$ cat src/rtl/decode_queue.sv
// decode_queue: elastic FIFO between instruction decode and the dispatcher
package decode_queue_pkg;
  typedef struct packed {
    logic [31:0] pc;
    logic [6:0]  opcode;
    logic [4:0]  rd;
  } decode_result_t;
endpackage

module decode_queue
  import decode_queue_pkg::*;
#(
  parameter int DEPTH = 4
) (
  input  logic                     clk,
  input  logic                     rst,
  input  logic                     flush_i,
  input  logic                     in_valid_i,
  output logic                     in_ready_o,
  input  decode_result_t           in_decode_i,
  output logic                     out_valid_o,
  input  logic                     out_ready_i,
  output decode_result_t           out_decode_o,
  output logic [$clog2(DEPTH):0]   count_o
);
  localparam int AW = $clog2(DEPTH);
  localparam logic [AW:0] FULL = (AW+1)'(DEPTH);
  decode_result_t mem_q [DEPTH];
  logic [AW-1:0] wr_ptr_q, wr_ptr_d, rd_ptr_q, rd_ptr_d;
  logic [AW:0] count_q, count_d;
  logic push, pop;
  // in_ready looks only at registered occupancy so out_ready never reaches decode combinationally
  assign in_ready_o   = count_q != FULL;
  assign out_valid_o  = count_q != '0;
  assign out_decode_o = mem_q[rd_ptr_q];
  assign count_o      = count_q;
  assign push = in_valid_i & in_ready_o & ~flush_i;
  assign pop  = out_valid_o & out_ready_i & ~flush_i;
  // next-state: flush empties the queue and overrides any push or pop
  always_comb begin
    wr_ptr_d = flush_i ? '0 : wr_ptr_q + AW'(push);
    rd_ptr_d = flush_i ? '0 : rd_ptr_q + AW'(pop);
    count_d  = flush_i ? '0 : count_q + (AW+1)'(push) - (AW+1)'(pop);
  end
  // pointer and occupancy registers; reset behaves like a flush
  always_ff @(posedge clk) begin
    if (rst) begin
      wr_ptr_q <= '0;
      rd_ptr_q <= '0;
      count_q  <= '0;
    end else begin
      wr_ptr_q <= wr_ptr_d;
      rd_ptr_q <= rd_ptr_d;
      count_q  <= count_d;
    end
  end
  // storage array is never cleared; only accepted entries are written
  always_ff @(posedge clk) begin
    if (!rst && push) mem_q[wr_ptr_q] <= in_decode_i;
  end
endmodule
$ cat config.mk
export PLATFORM = sky130hd
export DESIGN_NAME = decode_queue
export DESIGN_NICKNAME = d
export VERILOG_FILES = /design/src/rtl/decode_queue.sv
export SDC_FILE = /design/constraint.sdc
export NUM_CORES = 1
export LEC_CHECK = 0
export CAP_MARGIN = 10
export CORE_MARGIN = 5
export CORE_UTILIZATION = 49
export DETAILED_ROUTE_END_ITERATION = 8
export GPL_TIMING_DRIVEN = 0
export MAX_ROUTING_LAYER = met4
export PLACE_DENSITY_LB_ADDON = 0.2
export SYNTH_ARGS = -nofsm -noshare
export SYNTH_HDL_FRONTEND = slang
export SYNTH_SLANG_ARGS = --single-unit
$ cat constraint.sdc
create_clock -name clk -period 4.7 [get_ports clk]
set_clock_uncertainty 0.05 [all_clocks]
set_input_delay 0.705 -clock clk [delete_from_list [all_inputs] [get_ports clk]]
set_output_delay 0.705 -clock clk [all_outputs]
set_load 0.02 [all_outputs]
==> impl_summary.log <==
[metrics] transition time at the pin with the least slew margin: 0.9090 ns
[metrics] most frequent cells in the layout: sky130_fd_sc_hd__edfxtp_1 (176), sky130_fd_sc_hd__clkdlybuf4s50_1 (96), sky130_fd_sc_hd__mux4_2 (38), sky130_fd_sc_hd__clkbuf_16 (17)
[metrics] Routed Wire Length: 11810 µm
[metrics] Slowest Stage Delay on Critical Path: 0.57 ns
[metrics] standard cell core area: 13770 µm²
[metrics] Cell Area, Synth: 6808 µm²
[metrics] count of inserted antenna diode cells: 0
[metrics] relative slew slack: 0.3934
[metrics] count of antenna-violating nets left after detailed routing: 0
[metrics] final-report max-slew violation count: 0
[metrics] starting DRC count in detailed routing: 224
[metrics] post-DP HPWL: 7693 µm
[metrics] global-route wire length before repair: 18960 µm
[metrics] count of nets after finishing: around 450
[metrics] count of distinct cell types in the synthesized netlist: 27
[metrics] flop and latch count out of synthesis: 183
[metrics] standby leakage power: about 2.8 nW
[metrics] worst hold slack after final layout: 0.5911 ns
[metrics] share of the synthesized area in the top cell type: 0.7763
[metrics] post-CTS repair timing setup buffer count: 0
[metrics] Syn. warnings: 0
[metrics] time the final worst path needs with I/O delays and setup: between 2 and 3 ns
[metrics] IO Pins: 98
[metrics] max-cap violations: 0
[metrics] Tcrit/Tclk final: 0.6340
[metrics] Worst R2R Setup Slack: approximately 2.2 ns
[metrics] largest net degree at the start of global routing: 19
[metrics] endpoint of the worst register-to-register path: mem_q[2][16]
[metrics] highest fanout seen on the critical path: 10
[metrics] global route overflow: 0
[metrics] Hold Buf Count CTS: 0
[metrics] die height: 127.9 µm
[metrics] critical path start-end classification: register to output port
[metrics] DRC viols: 0
[metrics] overall via count from detail_route: 3130
[metrics] number of CTS-inserted buffers: 17
[metrics] die boundary width: 127.9 µm
[metrics] worst r2r src: count_o[1]
[metrics] endpoint of the worst setup timing path: out_decode_o[39]
[metrics] number of I/O port buffers: 96
[metrics] maximum count of clock buffers along a single path: 2
[metrics] Final setup violation count: 0
[metrics] kind of start point of the critical path: register
[metrics] clock transition time at the flip-flop clock pins of the worst setup and hold paths: 0.06 ns
[metrics] number of clock sinks seen by CTS: 183
[metrics] fraction of final layout cells sized beyond drive strength 1: 0.2330
[metrics] Hold Violations, Final: 0
[metrics] sequential element share of the synthesized area: 0.7969
[metrics] biggest area contributors in the synthesized netlist: sky130_fd_sc_hd__edfxtp_1 (78%), sky130_fd_sc_hd__mux4_2 (13%), sky130_fd_sc_hd__mux4_1 (2.3%)
[metrics] worst min path class: register to register
[metrics] cells resized by post-CTS repair: 0
[metrics] number of cells on the worst reg-to-reg path: 5
[metrics] synthesized net count: 325
[metrics] run status: complete, no violations
[metrics] die area: 16350 µm²
[metrics] source-to-sink clock delay at the later pin of the worst-skew pair: about 0.42 ns
[metrics] utilization after layout: 0.6451
[metrics] Cells after Synth: 273
[metrics] Synth-to-Final Area Change: 30.51%
[metrics] cell at the root of the clock tree: sky130_fd_sc_hd__clkbuf_16
[metrics] number of cell rows: 43
[metrics] number of global-route vias before repair: 3464
[metrics] P per Cell Area: 381.1 nW/µm²
[metrics] setup repair after global routing missed its margin: no
[metrics] crit path launch: rd_ptr_q[1]
[metrics] cell type of the slowest stage on the worst timing path: sky130_fd_sc_hd__clkdlybuf4s50_1
[metrics] final weighted congestion of routability-driven global placement: 0.7617
[metrics] starting utilization of the core area: 0.4943
[metrics] required time reported for the critical path endpoint: about 3.9 ns
[metrics] initial antenna violation count: 0
[metrics] most numerous cell on the critical path: sky130_fd_sc_hd__buf_2
[metrics] crit path DAT: around 2.2 ns
[metrics] deepest level of the CTS H-tree: 4
[metrics] overall track demand over capacity in global routing: 0.1622
[metrics] Max Fclk: 335.6 MHz
[metrics] worst path cell trace: buf_2, buf_2, mux4_2, clkdlybuf4s50_1
[metrics] most common cell after layout, fill and taps aside: sky130_fd_sc_hd__edfxtp_1
[metrics] average size of a mapped cell: roughly 25 µm²
[metrics] cell taking the most area after synthesis: sky130_fd_sc_hd__edfxtp_1
[metrics] element type at the critical path end: output port
[metrics] worst supply voltage drop on vdd: 234.9 µV
[metrics] clock tree from TritonCTS: yes
[metrics] post-DR wirelength/cell: 19.95 µm
[metrics] number of vias per cell after detailed routing: around 5.3
[metrics] drt first pass iters: 5
## worst max-delay path: cells and delay by family (launching register included)
family | cells | cell delay, ns
buf+inv | 3 | 1.12
mux | 1 | 0.38
flops | 1 | 0.30
## sequential cells by signal, indices dropped and copies added (netlist names)
signal and cells:
mem_q 176, rd_ptr_q 2, count_o 3, wr_ptr_q 2
## kinds of logic after synthesis
family,share of synthesized area
AO/OA/AOI/OAI,0.004595
multiplexers,0.1489
buffers and inverters,0.01819
flip-flops,0.7969
AND/OR/NAND/NOR,0.01838
XOR/XNOR,0.006434
adder cells (fa/ha/maj),0.006616
## cell type report
class | count | area [µm²]
clock inverters | 15 | 175.2
flip-flops and latches | 183 | 5425
inverters | 1 | 3.754
fillers | 972 | 4888
multi-input cells | 78 | 1300
clock buffers | 17 | 425.4
well taps | 180 | 225.2
repair buffers | 107 | 1210
plain buffers | 11 | 120.1
## per-layer routing
metal | vias to the layer above | routed length, µm | global-route usage
li1 | 1426 | - | -
met1 | 1608 | 5077 | 0.2116
met3 | 11 | 610 | 0.04042
met5 | - | 0 | -
met4 | 0 | 129 | 0.06367
met2 | 85 | 5994 | 0.2486
## power by group
group	total (mW)	internal, mW	leakage, nW	switching [mW]
combinational	0.153	0.0845	0.894	0.0681
clock	1.43	0.840	0.293	0.586
sequential	1.81	1.80	1.65	0.00492
## per-stage QoR
step / TNS [ns] / power, mW / setup WS (ns) / cell area, µm² / std cells
floorplan: 0 / 1.898 / 1.094 / 6823 / 273
global placement: -125.95 / 1.988 / -0.9292 / 8009 / 549
detailed placement: 0 / 1.998 / 1.359 / 8284 / 560
CTS: 0 / 3.418 / 1.655 / 8885 / 592
global route: 0 / 3.502 / 1.595 / 8885 / 592
finish: 0 / 3.386 / 1.720 / 8885 / 592
## cell usage after synthesis
| master | instances |
|---|---|
| sky130_fd_sc_hd__and2_1 | 3 |
| sky130_fd_sc_hd__a21oi_1 | 1 |
| sky130_fd_sc_hd__nor3_2 | 1 |
| sky130_fd_sc_hd__o211a_1 | 1 |
| sky130_fd_sc_hd__or3_1 | 1 |
| sky130_fd_sc_hd__xnor2_1 | 3 |
| sky130_fd_sc_hd__inv_1 | 1 |
| sky130_fd_sc_hd__o311ai_1 | 1 |
| sky130_fd_sc_hd__ha_1 | 2 |
| sky130_fd_sc_hd__nor3_1 | 4 |
| sky130_fd_sc_hd__mux4_2 | 38 |
| sky130_fd_sc_hd__fa_1 | 1 |
| sky130_fd_sc_hd__or3b_1 | 1 |
| sky130_fd_sc_hd__buf_12 | 4 |
| sky130_fd_sc_hd__nor3b_1 | 2 |
| sky130_fd_sc_hd__xor2_1 | 2 |
| sky130_fd_sc_hd__buf_2 | 5 |
| sky130_fd_sc_hd__mux4_1 | 6 |
| sky130_fd_sc_hd__nor2_1 | 5 |
| sky130_fd_sc_hd__dfxtp_1 | 7 |
| sky130_fd_sc_hd__nor4_1 | 1 |
| sky130_fd_sc_hd__nand3_2 | 1 |
| sky130_fd_sc_hd__nand2_1 | 3 |
| sky130_fd_sc_hd__clkbuf_1 | 1 |
| sky130_fd_sc_hd__edfxtp_1 | 176 |
| sky130_fd_sc_hd__buf_6 | 1 |
| sky130_fd_sc_hd__o31ai_1 | 1 |
## how the worst min path moves through the flow
| stage | startpoint | end | slack, ns | cells after the start |
|---|---|---|---|---|
| floorplan | wr_ptr_q[1] | wr_ptr_q[1] | 0.50 | 2 |
| finish | count_o[1] | count_o[2] | 0.59 | 2 |
| global placement | wr_ptr_q[1] | wr_ptr_q[1] | 0.52 | 2 |
| detailed placement | count_o[1] | count_o[2] | 0.58 | 2 |
| global route | wr_ptr_q[1] | wr_ptr_q[1] | 0.63 | 2 |
| CTS | count_o[1] | count_o[2] | 0.59 | 2 |
(Power assumes the default switching activity.)
